**src/rtl/cr_ram_rd_arbiter_if.sv**
```systemverilog
// Bundled address-request, RAM-read and response streams for cr_ram_rd_arbiter.
// master = requester/RAM side, slave = the arbiter itself.
interface cr_ram_rd_arbiter_if #(
  parameter int unsigned ADDR_W = 8,
  parameter int unsigned DATA_W = 16
);
  logic [ADDR_W-1:0] req0_tdata;
  logic              req0_tvalid;
  logic              req0_tready;
  logic [ADDR_W-1:0] req1_tdata;
  logic              req1_tvalid;
  logic              req1_tready;
  logic              ram_rd_en;
  logic [ADDR_W-1:0] ram_rd_addr;
  logic [DATA_W-1:0] ram_rd_data;
  logic [DATA_W-1:0] rsp0_tdata;
  logic              rsp0_tvalid;
  logic              rsp0_tready;
  logic [DATA_W-1:0] rsp1_tdata;
  logic              rsp1_tvalid;
  logic              rsp1_tready;
  logic              busy;

  modport master (
    output req0_tdata, req0_tvalid, req1_tdata, req1_tvalid, ram_rd_data,
    output rsp0_tready, rsp1_tready,
    input  req0_tready, req1_tready, ram_rd_en, ram_rd_addr,
    input  rsp0_tdata, rsp0_tvalid, rsp1_tdata, rsp1_tvalid, busy
  );

  modport slave (
    input  req0_tdata, req0_tvalid, req1_tdata, req1_tvalid, ram_rd_data,
    input  rsp0_tready, rsp1_tready,
    output req0_tready, req1_tready, ram_rd_en, ram_rd_addr,
    output rsp0_tdata, rsp0_tvalid, rsp1_tdata, rsp1_tvalid, busy
  );
endinterface

```
**src/rtl/cr_ram_rd_arbiter.sv**
```systemverilog
// Round-robin sharing of one RAM read port between two credited requesters with in-order
// FWFT response FIFOs. Define CR_RD_ARB_STAT_EN to add saturating grant/stall counters.
module cr_ram_rd_arbiter #(
  parameter int unsigned ADDR_W     = 8,
  parameter int unsigned DATA_W     = 16,
  parameter int unsigned RD_LATENCY = 1,
  parameter int unsigned RSP_DEPTH  = 4
) (
  input  logic               clk,
  input  logic               reset_p,
  cr_ram_rd_arbiter_if.slave bus
`ifdef CR_RD_ARB_STAT_EN
  ,
  output logic [15:0]        stat_gnt0,
  output logic [15:0]        stat_gnt1,
  output logic [15:0]        stat_stall0,
  output logic [15:0]        stat_stall1
`endif
);

  localparam int unsigned     PtrW     = $clog2(RSP_DEPTH);
  localparam int unsigned     CntW     = PtrW + 1;
  localparam logic [CntW-1:0] Full     = CntW'(RSP_DEPTH);
  localparam logic [ADDR_W-1:0] IdleAddr = '0;

  logic                  rst_dly_q;
  logic                  last_grant_q;
  logic [CntW-1:0]       credit_q [2];
  logic [CntW-1:0]       cnt_q    [2];
  logic [PtrW-1:0]       wr_ptr_q [2];
  logic [PtrW-1:0]       rd_ptr_q [2];
  logic [DATA_W-1:0]     mem_q    [2][RSP_DEPTH];
  logic [RD_LATENCY-1:0] tag_vld_q;
  logic [RD_LATENCY-1:0] tag_id_q;

  logic [1:0] req_vld, rsp_rdy, elig, grant, rsp_vld, pop, push;
  logic       tag_out_vld, tag_out_id;

  assign req_vld     = {bus.req1_tvalid, bus.req0_tvalid};
  assign rsp_rdy     = {bus.rsp1_tready, bus.rsp0_tready};
  assign tag_out_vld = tag_vld_q[RD_LATENCY-1];
  assign tag_out_id  = tag_id_q[RD_LATENCY-1];

  // Requests are masked during reset and the cycle after it.
  always_comb begin
    for (int r = 0; r < 2; r++) begin
      elig[r]    = req_vld[r] && (credit_q[r] != '0) && !reset_p && !rst_dly_q;
      rsp_vld[r] = (cnt_q[r] != '0) && !reset_p;
      pop[r]     = rsp_vld[r] && rsp_rdy[r];
      push[r]    = tag_out_vld && (tag_out_id == 1'(r));
    end
    grant = elig;
    if (elig == 2'b11) grant = last_grant_q ? 2'b01 : 2'b10;
  end

  assign bus.req0_tready = grant[0];
  assign bus.req1_tready = grant[1];
  assign bus.ram_rd_en   = |grant;
  assign bus.ram_rd_addr = grant[0] ? bus.req0_tdata :
                           grant[1] ? bus.req1_tdata : IdleAddr;
  assign bus.rsp0_tvalid = rsp_vld[0];
  assign bus.rsp1_tvalid = rsp_vld[1];
  assign bus.rsp0_tdata  = mem_q[0][rd_ptr_q[0]];
  assign bus.rsp1_tdata  = mem_q[1][rd_ptr_q[1]];
  assign bus.busy        = ((|tag_vld_q) || (cnt_q[0] != '0) || (cnt_q[1] != '0)) && !reset_p;

  always_ff @(posedge clk) begin
    rst_dly_q <= reset_p;
    if (reset_p) begin
      last_grant_q <= 1'b1;
      tag_vld_q    <= '0;
      tag_id_q     <= '0;
      for (int r = 0; r < 2; r++) begin
        credit_q[r] <= Full;
        cnt_q[r]    <= '0;
        wr_ptr_q[r] <= '0;
        rd_ptr_q[r] <= '0;
      end
    end else begin
      if (|grant) last_grant_q <= grant[1];
      tag_vld_q[0] <= |grant;
      tag_id_q[0]  <= grant[1];
      for (int i = 1; i < RD_LATENCY; i++) begin
        tag_vld_q[i] <= tag_vld_q[i-1];
        tag_id_q[i]  <= tag_id_q[i-1];
      end
      for (int r = 0; r < 2; r++) begin
        credit_q[r] <= credit_q[r] + CntW'(pop[r]) - CntW'(grant[r]);
        cnt_q[r]    <= cnt_q[r] + CntW'(push[r]) - CntW'(pop[r]);
        if (push[r]) wr_ptr_q[r] <= wr_ptr_q[r] + PtrW'(1);
        if (pop[r])  rd_ptr_q[r] <= rd_ptr_q[r] + PtrW'(1);
        assert (!(push[r] && cnt_q[r] == Full));
        assert (credit_q[r] <= Full);
        assert (!(grant[r] && credit_q[r] == '0));
        assert (!(pop[r] && credit_q[r] == Full));
      end
    end
  end

  // Storage needs no reset; occupancy is tracked by cnt_q.
  always_ff @(posedge clk) begin
    for (int r = 0; r < 2; r++) begin
      if (!reset_p && push[r]) mem_q[r][wr_ptr_q[r]] <= bus.ram_rd_data;
    end
  end

`ifdef CR_RD_ARB_STAT_EN
  logic [15:0] stat_gnt_q   [2];
  logic [15:0] stat_stall_q [2];

  always_ff @(posedge clk) begin
    for (int r = 0; r < 2; r++) begin
      if (reset_p) begin
        stat_gnt_q[r]   <= '0;
        stat_stall_q[r] <= '0;
      end else begin
        if (grant[r] && stat_gnt_q[r] != 16'hFFFF) stat_gnt_q[r] <= stat_gnt_q[r] + 16'd1;
        if (req_vld[r] && !grant[r] && stat_stall_q[r] != 16'hFFFF) begin
          stat_stall_q[r] <= stat_stall_q[r] + 16'd1;
        end
      end
    end
  end

  assign stat_gnt0   = stat_gnt_q[0];
  assign stat_gnt1   = stat_gnt_q[1];
  assign stat_stall0 = stat_stall_q[0];
  assign stat_stall1 = stat_stall_q[1];
`endif

endmodule

```
**src/flat_wrapper.sv**
```systemverilog
// flat-port wrapper written by rule: the top's interface ports become plain ports
module cr_ram_rd_arbiter_flat 
#(
  parameter int unsigned ADDR_W     = 8,
  parameter int unsigned DATA_W     = 16,
  parameter int unsigned RD_LATENCY = 1,
  parameter int unsigned RSP_DEPTH  = 4
)
  (clk, reset_p, bus_req0_tdata, bus_req0_tvalid, bus_req1_tdata, bus_req1_tvalid, bus_ram_rd_data, bus_rsp0_tready, bus_rsp1_tready, bus_req0_tready, bus_req1_tready, bus_ram_rd_en, bus_ram_rd_addr, bus_rsp0_tdata, bus_rsp0_tvalid, bus_rsp1_tdata, bus_rsp1_tvalid, bus_busy);
  cr_ram_rd_arbiter_if #(.ADDR_W(ADDR_W), .DATA_W(DATA_W)) bus_i ();
  input  logic clk;
  input  logic reset_p;
  input wire logic [$bits(bus_i.req0_tdata)-1:0] bus_req0_tdata;
  input wire logic [$bits(bus_i.req0_tvalid)-1:0] bus_req0_tvalid;
  input wire logic [$bits(bus_i.req1_tdata)-1:0] bus_req1_tdata;
  input wire logic [$bits(bus_i.req1_tvalid)-1:0] bus_req1_tvalid;
  input wire logic [$bits(bus_i.ram_rd_data)-1:0] bus_ram_rd_data;
  input wire logic [$bits(bus_i.rsp0_tready)-1:0] bus_rsp0_tready;
  input wire logic [$bits(bus_i.rsp1_tready)-1:0] bus_rsp1_tready;
  output wire logic [$bits(bus_i.req0_tready)-1:0] bus_req0_tready;
  output wire logic [$bits(bus_i.req1_tready)-1:0] bus_req1_tready;
  output wire logic [$bits(bus_i.ram_rd_en)-1:0] bus_ram_rd_en;
  output wire logic [$bits(bus_i.ram_rd_addr)-1:0] bus_ram_rd_addr;
  output wire logic [$bits(bus_i.rsp0_tdata)-1:0] bus_rsp0_tdata;
  output wire logic [$bits(bus_i.rsp0_tvalid)-1:0] bus_rsp0_tvalid;
  output wire logic [$bits(bus_i.rsp1_tdata)-1:0] bus_rsp1_tdata;
  output wire logic [$bits(bus_i.rsp1_tvalid)-1:0] bus_rsp1_tvalid;
  output wire logic [$bits(bus_i.busy)-1:0] bus_busy;
  assign bus_i.req0_tdata = bus_req0_tdata;
  assign bus_i.req0_tvalid = bus_req0_tvalid;
  assign bus_i.req1_tdata = bus_req1_tdata;
  assign bus_i.req1_tvalid = bus_req1_tvalid;
  assign bus_i.ram_rd_data = bus_ram_rd_data;
  assign bus_i.rsp0_tready = bus_rsp0_tready;
  assign bus_i.rsp1_tready = bus_rsp1_tready;
  assign bus_req0_tready = bus_i.req0_tready;
  assign bus_req1_tready = bus_i.req1_tready;
  assign bus_ram_rd_en = bus_i.ram_rd_en;
  assign bus_ram_rd_addr = bus_i.ram_rd_addr;
  assign bus_rsp0_tdata = bus_i.rsp0_tdata;
  assign bus_rsp0_tvalid = bus_i.rsp0_tvalid;
  assign bus_rsp1_tdata = bus_i.rsp1_tdata;
  assign bus_rsp1_tvalid = bus_i.rsp1_tvalid;
  assign bus_busy = bus_i.busy;
  cr_ram_rd_arbiter #(.ADDR_W(ADDR_W), .DATA_W(DATA_W), .RD_LATENCY(RD_LATENCY), .RSP_DEPTH(RSP_DEPTH)) u_core (.clk(clk), .reset_p(reset_p), .bus(bus_i));
endmodule
```
**config.mk**
```make
export PLATFORM = sky130hd
export DESIGN_NAME = cr_ram_rd_arbiter_flat
export DESIGN_NICKNAME = d
export VERILOG_FILES = /design/src/rtl/cr_ram_rd_arbiter_if.sv /design/src/rtl/cr_ram_rd_arbiter.sv /design/src/flat_wrapper.sv
export SDC_FILE = /design/constraint.sdc
export NUM_CORES = 1
export LEC_CHECK = 0
export ABC_AREA = 0
export BUFFER_PORTS_ARGS = -buffer_cell sky130_fd_sc_hd__buf_2
export CORE_MARGIN = 1.5
export CORE_UTILIZATION = 30
export DETAILED_ROUTE_END_ITERATION = 6
export GPL_TIMING_DRIVEN = 0
export PLACE_DENSITY_LB_ADDON = 0.12
export SLEW_MARGIN = 20
export SYNTH_ARGS = -nofsm -noshare
export SYNTH_HDL_FRONTEND = slang
export SYNTH_SLANG_ARGS = --single-unit
```
**constraint.sdc**
```tcl
create_clock -name clk -period 2.7 [get_ports clk]
set_input_delay 0.135 -clock clk [delete_from_list [all_inputs] [get_ports clk]]
set_output_delay 0.135 -clock clk [all_outputs]
set_load 0.01 [all_outputs]
```
* Word level (Yosys, flattened, before mapping)
Memories as Yosys holds them, arrays and structs flattened.
Index checks and enable logic that the tools add are counted.
** Word-level totals
- Output and inout port bits :: 46
- Logic and storage cells :: 112
- Memory bits (writable) :: 148
- Memories kept :: 5
- Flip-flop bits (word level) :: 4
- Input bits :: 38
** Memories
- u_core.mem_q :: depth 2, bits a word 64, read ports 2, clocked after memory_dff 0, write ports 1, RTL line cr_ram_rd_arbiter.sv:32 : logic [DATA_W-1:0] mem_q [2][RSP_DEPTH];
- u_core.cnt_q :: depth 2, bits a word 3, read ports 2, clocked after memory_dff 0, write ports 2, RTL line cr_ram_rd_arbiter.sv:29 : logic [CntW-1:0] cnt_q [2];
- u_core.credit_q :: depth 2, bits a word 3, read ports 2, clocked after memory_dff 0, write ports 2, RTL line cr_ram_rd_arbiter.sv:28 : logic [CntW-1:0] credit_q [2];
- u_core.rd_ptr_q :: depth 2, bits a word 2, read ports 2, clocked after memory_dff 0, write ports 2, RTL line cr_ram_rd_arbiter.sv:31 : logic [PtrW-1:0] rd_ptr_q [2];
- u_core.wr_ptr_q :: depth 2, bits a word 2, read ports 2, clocked after memory_dff 0, write ports 2, RTL line cr_ram_rd_arbiter.sv:30 : logic [PtrW-1:0] wr_ptr_q [2];
** Cells by class
- Mux-type cells :: 44
- Add/subtract/negate cells :: 12
- Equal/unequal tests :: 1
- Reduce and logical (&&, ||, !) cells :: 27
- Bitwise gates (word level) :: 13
- Magnitude comparators :: 6
** Operators by type and width (number)
- $mux W64 :: 4
- $mux W16 :: 6
- $bmux W16 S2 :: 2
- $demux W16 S2 :: 2
- $reduce_or A64 Y1 :: 1
- $mux W1 :: 18
- $logic_and A1 B1 Y1 :: 17
- $mux W8 :: 2
- $add A3 B1 Y3 :: 4
- $ge A3 B3 Y1 const B :: 4
- $mux W2 :: 6
- $mux W3 :: 4
- $not A2 Y3 :: 4
- $reduce_bool A3 Y1 :: 4
- $sub A3 B1 Y3 :: 4
- $add A2 B1 Y2 const B :: 4
- $or A1 B1 Y1 :: 8
- $lt A3 B1 Y1 const B :: 2
- $eq A2 B2 Y1 const B :: 1
- $logic_not A1 Y1 :: 2
- $logic_or A1 B1 Y1 :: 2
- $reduce_or A2 Y1 :: 1
- $not A1 Y1 :: 1

* Depth between registers and ports, before layout
Gate-level depths: netlist (run 1).
- Depth after elaboration :: 8
- Depth in mapped cells :: 12
- Gate-level depth less buffers :: 10

* Least setup slack after synthesis (run 1)
No wires, ideal clock.
- Path type :: register -> register
- From :: memory u_core.credit_q[0][1] (netlist name)
- To :: memory u_core.credit_q[0][5] (netlist name)
- Data arrival time :: 2.469 ns
- Setup slack :: 0.112 ns
- Path buffers :: 2
- Stages on the path, launching flop included :: 13
- Period minus slack after synthesis :: 2.588 ns
- Cell sequence :: dfxtp_1 or3_1 buf_6 and4_4 buf_6 nor2_1 ha_1 inv_1 ha_1 fa_1 xnor2_1 xnor2_1 nand2_1
** RTL lines (RTL line)
- from (decl) :: cr_ram_rd_arbiter.sv:28

==> results of run 1 <==
## power by group through the flow
stage / Clock [uW] / Sequential, uW / Combinational, uW
after floorplan: 0 / 2770 / 788
after global placement: 0 / 2780 / 1160
after detailed placement: 0 / 2790 / 1170
after CTS: 2520 / 2740 / 1190
after global routing: 2630 / 2750 / 1310
final: 2460 / 2740 / 1170
## logic make-up after synthesis
family	count (synthesis)	share of synthesized area
simple gates	66	0.05944
fa+ha+maj	20	0.04513
compound gates	10	0.02378
flops	152	0.7092
xor+xnor	10	0.01411
mux	32	0.1161
buf+inv	45	0.03224
## state kept, by name, summed over array words and instances, names as in the netlist
name                 cells
u_core.tag_id_q          1
u_core.last_grant_q      1
u_core.tag_out_vld       1
u_core.mem_q           128
u_core.rst_dly_q         1
u_core.wr_ptr_q          4
u_core.cnt_q             6
u_core.credit_q          6
u_core.rd_ptr_q          4
## metrics by stage
step	hold WS [ns]	setup TNS, ns	instances
5_1_grt	0.2202	-0.07104	739
3_3_place_gp	0.2665	0	687
2_1_floorplan	0.1627	0	335
4_1_cts	0.1873	0	735
6_report	0.2117	0	739
3_5_place_dp	0.2689	0	687
## critical path: cells and delay by family (launching register included)
family | cells | cell delay, ns
and+or+nand+nor | 4 | 0.75
adders and majority gates | 3 | 0.71
DFF | 1 | 0.34
buffers and inverters | 3 | 0.34
xor gates and xnor gates | 2 | 0.31
## worst paths after layout
path | slack (ns) | cells after the start | end | start
worst max-delay path | 0.12 | 12 | u_core.credit_q[0][5] | u_core.credit_q[0][1]
worst min-delay path | 0.21 | 3 | u_core.tag_out_vld | bus_req0_tvalid
worst max register to register | 0.12 | 12 | u_core.credit_q[0][5] | u_core.credit_q[0][1]
worst min register to register | 0.53 | 2 | u_core.credit_q[0][5] | u_core.credit_q[0][4]
## layout by cell type, fill, tap and decap left out, drive strengths merged, types with 5 or more instances in the layout
master       synthesis  layout
edfxtp             136     136
buf                 11      96
inv                 29      36
mux4                32      32
clkbuf               5      23
dlygate4sd3          0      17
ha                  16      16
dfxtp               16      16
nor2                15      15
nor2b               10      10
xnor2                9       9
and3                 9       9
nand4                8       8
o32ai                8       8
and2                 6       6
nand2                5       5
## layer usage
| layer | wire (um) | vias up | track usage | part of all wire |
|---|---|---|---|---|
| met4 | 111 | 0 | 0.03788 | 0.0085 |
| met5 | 0 | - | 0 | 0 |
| met1 | 5756 | 1663 | 0.1588 | 0.44 |
| met3 | 737 | 9 | 0.04441 | 0.057 |
| li1 | - | 1536 | - | - |
| met2 | 6417 | 93 | 0.2177 | 0.49 |
## area by class of cell
class / instances / area, sq um
Sequential cell: 152 / 4404
Inverter: 29 / 108.9
Tap cell: 270 / 337.8
Buffer: 16 / 96.34
Clock inverter: 14 / 186.4
Fill cell: 1927 / 12520
Multi-Input combinational cell: 138 / 1610
Clock buffer: 17 / 425.4
Timing Repair Buffer: 103 / 610.6
## what timing repair did
| action | CTS | global route |
|---|---|---|
| hold endpoints to repair | 125 | 0 |
| setup endpoints to repair | 0 | 4 |
| buffers inserted | 0 | 4 |
| resized for setup | 0 | 4 |
| hold buffers | 17 | 0 |
==> flow_summary.toml, run 1 <==
[drt]
route.antenna.remaining_nets = 0
totalWireLength_um = 13020
wire_per_inst_um = 17.62
drc = 0
firstDrtPassIters = 4
via_per_inst = 4.467
route.vias.total = 3301
first_iter_violations = 100

[synth]
synth_edf_count = 136
synthTopCellsByArea = "edfxtp_1, mux4_2, dfxtp_1, ha_1, inv_1"
mappedNetlistArea_sq_um = 6210
synth_fp_nets = 393
synth_commonest_cells = "edfxtp_1, mux4_2, inv_1"
synth_top_area_frac = 0.6577
ys_types = 30
netlist_instances = 335
yosys_most_used_dff = "edfxtp_1"
async_reset_ff_frac = 0
seq_area_frac_synth = 0.7092
synth_area_leader_cell = "edfxtp_1"
synth.ff_latch_count = 152
yosysWarnings = 0
syn_avg_cell_area_sq_um = 18.54
yosysMostFrequentCell = "edfxtp_1"

[floorplan]
rows = 52
fp.dieW_um = 146.9
die_area_sq_um = 21570
dieHeight_um = 146.9
boundaryPins = 84
core_sq_um = 20300
initial_core_util = 0.3059

[power_and_ir_drop]
p_seq_frac = 0.430
clockPowerShare = 0.386
pwr-share-comb = 0.184
p_sw_frac = 0.2589
p_int_uw = 4718
static-leakage-power_uw = 0.002860
power-per-cell-area_nw_per_um2 = 818.2
finalPower_uw = 6366
switchingPower_uw = 1648
vdd_ir_drop_max_uv = 459.4

[worst_setup_path]
critPathKind = "flip-flop to flip-flop"
cp.required_ns = 3.00
cp-end-kind = "flip-flop"
worstPathMaxFanout = 10
slowest_stage = "or3_1"
cpPeakStageDelay_ns = 0.40
cp-start-kind = "flip-flop"
crit_chain = "or3_1 > buf_6 > and4_4 > buf_6 > nor2_2 > ha_1 > inv_1 > ha_1 > fa_1 > xnor2_1 > xnor2_1 > nand2_1"
arrival_ns = 2.87

[run_status]
outcome = "finished, final reports clean"

[clocking]
cts_tree = "done"
root_buffer = "clkbuf_16"
cts-htree-levels = 4
clk_latency_ns = 0.41
clk_pin_slew_ns = 0.06
cts_buffers = 17
clk_path_buf_depth = 2
clkSinkCount = 152

[final_layout]
fin_area_sq_um = 7780
area_growth_pct = 25.29
drive_above_1_share = 0.3731
fin_util = 0.3833
n_antenna_cell = 0
fin_nets = 515

[placed_design]
placed_cell_area_sq_um = 6958
pre_cts_ws_ns = 0.01922
port_buffers = 82
dp_hpwl_um = 8043
place_congestion = 0.7236

[grt]
first_global_vias = 3526
gr-total-overflow = 0
grt_max_degree = 17
grt_pass1_wl_um = 20300
grtUsageTotal = 0.1298
antenna_found_initial = 0

[sta]
fin_ws_ns = 0.1247
rsz0062_at_grt = "yes"
worstMarginPinSlew_ns = 1.055
slew_headroom = 0.2969
fmax_ghz = 0.3883
finalSetupViolations = 0
final_hold_viol_count = 0
finalMaxSlewViolations = 0
fin_skew_ns = 0.005598
period_share = 0.9538
min_period_ns = 2.575

[job]
cap_violations = 0

[hold_path]
worstHoldPathType = "input pin to flip-flop"
No activity file was read; power rests on OpenSTA's default activity.
==> inputs of run 2 (changes only) <==
Settings changed: CAP_MARGIN set to 20, CORE_MARGIN 1.5 to 3, PLACE_DENSITY_LB_ADDON 0.12 to unset.
==> run 2 against run 1 <==
Net effect:
- cell count shrank 0.54%
- clock skew grew 0.0011 ns
- sequential power is essentially flat
- via count shrank 0.21%
- clock-buffer cell count grew 2
- largest power group unchanged
==> flow_summary.toml, run 2 (synthesized netlist as in run 1, its figures left out) <==
[hold_path]
min-delay-start = "bus_req0_tvalid"
whs_path_depth = 3
hold_end = "u_core.tag_out_vld"
worstHoldPathType = "input pin to flip-flop"

[grt]
grt_max_degree = 17
gr-total-overflow = 0
grtUsageTotal = 0.1130
grt_pass1_wl_um = 19240
antenna_found_initial = 0
first_global_vias = 3571

[power_and_ir_drop]
static-leakage-power_uw = 0.002834
power-per-cell-area_nw_per_um2 = 791.7
vdd_ir_drop_max_uv = 418.4

[final_layout]
fin_nets = 515
final_cell_mix = "edfxtp_1, buf_2, mux4_2"
fin_area_sq_um = 7750
drive_above_1_share = 0.3787
layout_commonest_cell = "edfxtp_1"
largest_register_ffs = 128
area_growth_pct = 24.80
num-fill-cells = 1867
n_antenna_cell = 0
regArea_sq_um = 4405
multiInputGateArea_sq_um = 1639
post_layout_nonfiller_instances = 735

[drt]
totalWireLength_um = 12070
wire_per_inst_um = 16.42
first_iter_violations = 120
drc = 0
route.vias.total = 3294
via_per_inst = 4.482
route.antenna.remaining_nets = 0
firstDrtPassIters = 6

[floorplan]
rows = 51
fp.dieW_um = 149.9
initial_core_util = 0.3119
boundaryPins = 84
dieHeight_um = 149.9
core_sq_um = 19910
die_area_sq_um = 22460

[worst_setup_path]
r2r_start = "u_core.credit_q[0][1]"
cp-startpoint = "u_core.credit_q[0][1]"
r2r_cells = 12
cp-end-kind = "flip-flop"
worstPathMaxFanout = 10
cp.required_ns = 3.00
regToRegSetupSlack_ns = 0.16
rr_endpoint = "u_core.credit_q[0][5]"
arrival_ns = 2.84
slowest_stage = "or3_4"
crit_chain = "or3_4 > buf_6 > and4_4 > buf_6 > nor2_4 > ha_1 > inv_1 > ha_1 > fa_2 > xnor2_2 > xnor2_1 > nand2_1"
critPathKind = "flip-flop to flip-flop"
cpPeakStageDelay_ns = 0.39
cp-start-kind = "flip-flop"

[clocking]
cts_tree = "done"
clk_path_buf_depth = 2
clk_latency_ns = 0.42
cts_buffers = 17
clk_pin_slew_ns = 0.06
cts-htree-levels = 4
root_buffer = "clkbuf_16"
clkSinkCount = 152

[sta]
fin_skew_ns = 0.006729
setup_tns_ns = 0
final_hold_viol_count = 0
finalMaxSlewViolations = 0
slew_headroom = 0.3498
period_share = 0.9425
fin_ws_ns = 0.1554
worstMarginPinSlew_ns = 0.9753
fmax_ghz = 0.3930
min_period_ns = 2.545
finalSetupViolations = 0
hold_slack_ns = 0.1904

[job]
cap_violations = 0

[placed_design]
port_buffers = 82
placed_cell_area_sq_um = 6952
place_congestion = 0.7220
placed_cells_incl_taps = 682
pre_cts_ws_ns = -0.05506
dp_hpwl_um = 8028

[run_status]
outcome = "finished, final reports clean"
==> run 2: cell types whose count changed in the layout (fill, tap and decap cells not counted), moves of 2 or more <==
cell	before	now
inv_8	2	0
inv_6	5	3
clkbuf_1	5	7
and3_2	2	0
bufinv_16	3	1
clkinvlp_4	1	4
and3_1	7	9
==> run 2: layout make-up <==
type,count,area share
timing repair buffer,103,0.07879
buffer,16,0.01275
sequential,152,0.5685
multi-input combinational,138,0.2115
inverter,29,0.01405
clock buffer,19,0.05586
clock inverter,13,0.01582
tap,265,0.04278
==> run 2: stage by stage <==
stage | utilization | total power [uW]
6_report | 0.3893 | 6136
5_1_grt | 0.3893 | 6443
4_1_cts | 0.3861 | 6205
3_5_place_dp | 0.3492 | 3952
3_3_place_gp | 0.3492 | 3915
2_1_floorplan | - | 3558
==> run 2: what timing repair did <==
item | 4_1_cts | 5_1_grt
gates resized for setup | 2 | 10
setup endpoints to repair | 1 | 3
pin swaps | 0 | 1
hold buffers | 17 | 0
setup buffers | 0 | 4
hold endpoints to repair | 123 | 0
==> run 2: worst max path at each step <==
stage,end
6_report,u_core.credit_q[0][5]
3_3_place_gp,u_core.credit_q[0][5]
3_5_place_dp,u_core.credit_q[0][5]
5_1_grt,u_core.credit_q[0][2]
2_1_floorplan,u_core.credit_q[0][5]
4_1_cts,u_core.credit_q[0][5]
==> run 2: routing by layer <==
metal  vias up  track usage  share of wire  routed length (um)
met5         -            0              0                   0
li1       1536            -              -                   -
met4         0      0.02470         0.0073                  88
met3         8      0.03574          0.051                 610
met1      1667       0.1375           0.42                5107
met2        83       0.1971           0.52                6266
==> run 2: critical path, delay by kind of cell, from the launching register on <==
kind / cells / cell delay, ns
and+or+nand+nor: 4 / 0.74
xor gates and xnor gates: 2 / 0.32
buffers and inverters: 3 / 0.34
DFF: 1 / 0.34
adders and majority gates: 3 / 0.70
==> run 2: power breakdown <==
group          switching [uW]  total, uW  internal, uW
combinational             607       1190           578
clock                     931       2210          1270
sequential               64.3       2740          2680
total                    1600       6140          4530
==> inputs of run 3 (changes only) <==
Clock period 2.7 ns to 3 ns, I/O delays scaled along.
==> run 3 against run 2 <==
Net effect:
- register-to-register slack better by 0.098 ns
- critical path depth is 1 lower
- first-iteration DRC count up 8.3%
- wire length shrank 0.22%
- clock skew about the same
- utilization down 0.67 points
- critical endpoint unchanged
- largest power group unchanged
==> flow_summary.toml, run 3 (synthesized netlist as in run 1, its figures left out) <==
[floorplan]
initial_core_util = 0.3119
rows = 51
core_sq_um = 19910
dieHeight_um = 149.9
die_area_sq_um = 22460
fp.dieW_um = 149.9
boundaryPins = 84

[sta]
worstMarginPinSlew_ns = 0.9860
fin_skew_ns = 0.006575
fmax_ghz = 0.3641
fin_ws_ns = 0.2536
min_period_ns = 2.746
finalMaxSlewViolations = 0
setup_tns_ns = 0
final_hold_viol_count = 0
slew_headroom = 0.3427
rsz0062_at_grt = "no"
period_share = 0.9155
finalSetupViolations = 0

[grt]
grtUsageTotal = 0.1127
first_global_vias = 3563
gr-total-overflow = 0
antenna_found_initial = 1
grt_max_degree = 17
grt_pass1_wl_um = 19180

[power_and_ir_drop]
power-per-cell-area_nw_per_um2 = 720.3
vdd_ir_drop_max_uv = 377.9
static-leakage-power_uw = 0.002778

[drt]
first_iter_violations = 130
route.vias.total = 3272
firstDrtPassIters = 4
route.antenna.remaining_nets = 0
via_per_inst = 4.513
drc = 0
wire_per_inst_um = 16.62
totalWireLength_um = 12050

[placed_design]
place_congestion = 0.7220
pre_cts_ws_ns = 0.2449
port_buffers = 82
dp_hpwl_um = 8028
placed_cells_incl_taps = 682

[worst_setup_path]
slowest_stage = "fa_1"
cpPeakStageDelay_ns = 0.38
arrival_ns = 3.05
critPathKind = "flip-flop to flip-flop"
cp-startpoint = "u_core.credit_q[0][4]"
cp-start-kind = "flip-flop"
crit_buf_inv = 2
cp_top_family = "adder cells"
worstPathMaxFanout = 10
cp-end-kind = "flip-flop"
cp.required_ns = 3.30
crit_chain = "nor3_1 > nand3b_1 > buf_2 > nor2_1 > ha_1 > inv_1 > ha_1 > fa_1 > xnor2_1 > xnor2_1 > nand2_1"
r2r_start = "u_core.credit_q[0][4]"

[hold_path]
worstHoldPathType = "input pin to flip-flop"
min-delay-start = "bus_ram_rd_data[12]"

[final_layout]
final_cell_mix = "edfxtp_1, buf_2, mux4_2"
num-fill-cells = 1873
largest_register_ffs = 128
layout_commonest_cell = "edfxtp_1"
n_antenna_cell = 0
area_growth_pct = 22.67
fin_util = 0.3826
post_layout_nonfiller_instances = 725
fin_nets = 505
drive_above_1_share = 0.3630

[clocking]
cts_buffers = 17
cts_setup_buffers = 0
clkSinkCount = 152
clk_latency_ns = 0.41
root_buffer = "clkbuf_16"
clk_path_buf_depth = 2
clk_pin_slew_ns = 0.06
cts_tree = "done"
cts-htree-levels = 4

[run_status]
outcome = "finished, final reports clean"

[job]
cap_violations = 0
## run 3: worst reg2reg max path, cell delays in order (launching register included)
cell      delay (ns)
dfxtp_1         0.33
nor3_1          0.31
nand3b_1        0.28
buf_2           0.29
nor2_1          0.11
ha_1            0.29
inv_1           0.04
ha_1            0.20
fa_1            0.38
xnor2_1         0.19
xnor2_1         0.14
nand2_1         0.07
## run 3: final timing paths
kind,endpoint,slack (ns),depth (start not counted)
max,u_core.credit_q[0][5],0.25,11
min,u_core.mem_q[0][60],0.006,1
max reg2reg,u_core.credit_q[0][5],0.25,11
min reg2reg,u_core.last_grant_q,0.54,2
## run 3: final cells by class
| type | instances | area, sq um | area share |
|---|---|---|---|
| Timing Repair Buffer | 93 | 520.5 | 0.06833 |
| Tap cell | 265 | 331.6 | 0.04353 |
| Sequential cell | 152 | 4404 | 0.5782 |
| Clock buffer | 19 | 432.9 | 0.05683 |
| Inverter | 29 | 108.9 | 0.01429 |
| Buffer | 16 | 91.34 | 0.01199 |
| Clock inverter | 13 | 122.6 | 0.01610 |
| Multi-Input combinational cell | 138 | 1605 | 0.2107 |
## run 3: power by group
group / internal (uW) / switching (uW)
Sequential: 2410 / 52.6
Combinational: 496 / 539
Clock: 1150 / 840
## run 3: what timing repair did
action | in CTS | in global routing
hold buffers | 11 | 0
endpoints found under the hold margin | 74 | 0
resized for setup | 0 | 0
setup endpoints to repair | 0 | 0
## run 3: stage by stage
stage | hold WS [ns] | total power (uW) | cell area [sq um]
floorplan | 0.1777 | 3202 | 6210
global placement | 0.2817 | 3523 | 6952
detailed placement | 0.2813 | 3557 | 6952
CTS | 0.003468 | 5567 | 7617
global route | 0.002385 | 5759 | 7617
finish | 0.005561 | 5487 | 7617
## run 3: per-layer routing
metal | vias to the layer above | global-route usage | share of wire
met3 | 11 | 0.03755 | 0.051
met2 | 89 | 0.1969 | 0.52
li1 | 1517 | - | -
met5 | - | 0 | 0.0011
met4 | 2 | 0.02470 | 0.0069
met1 | 1653 | 0.1358 | 0.42
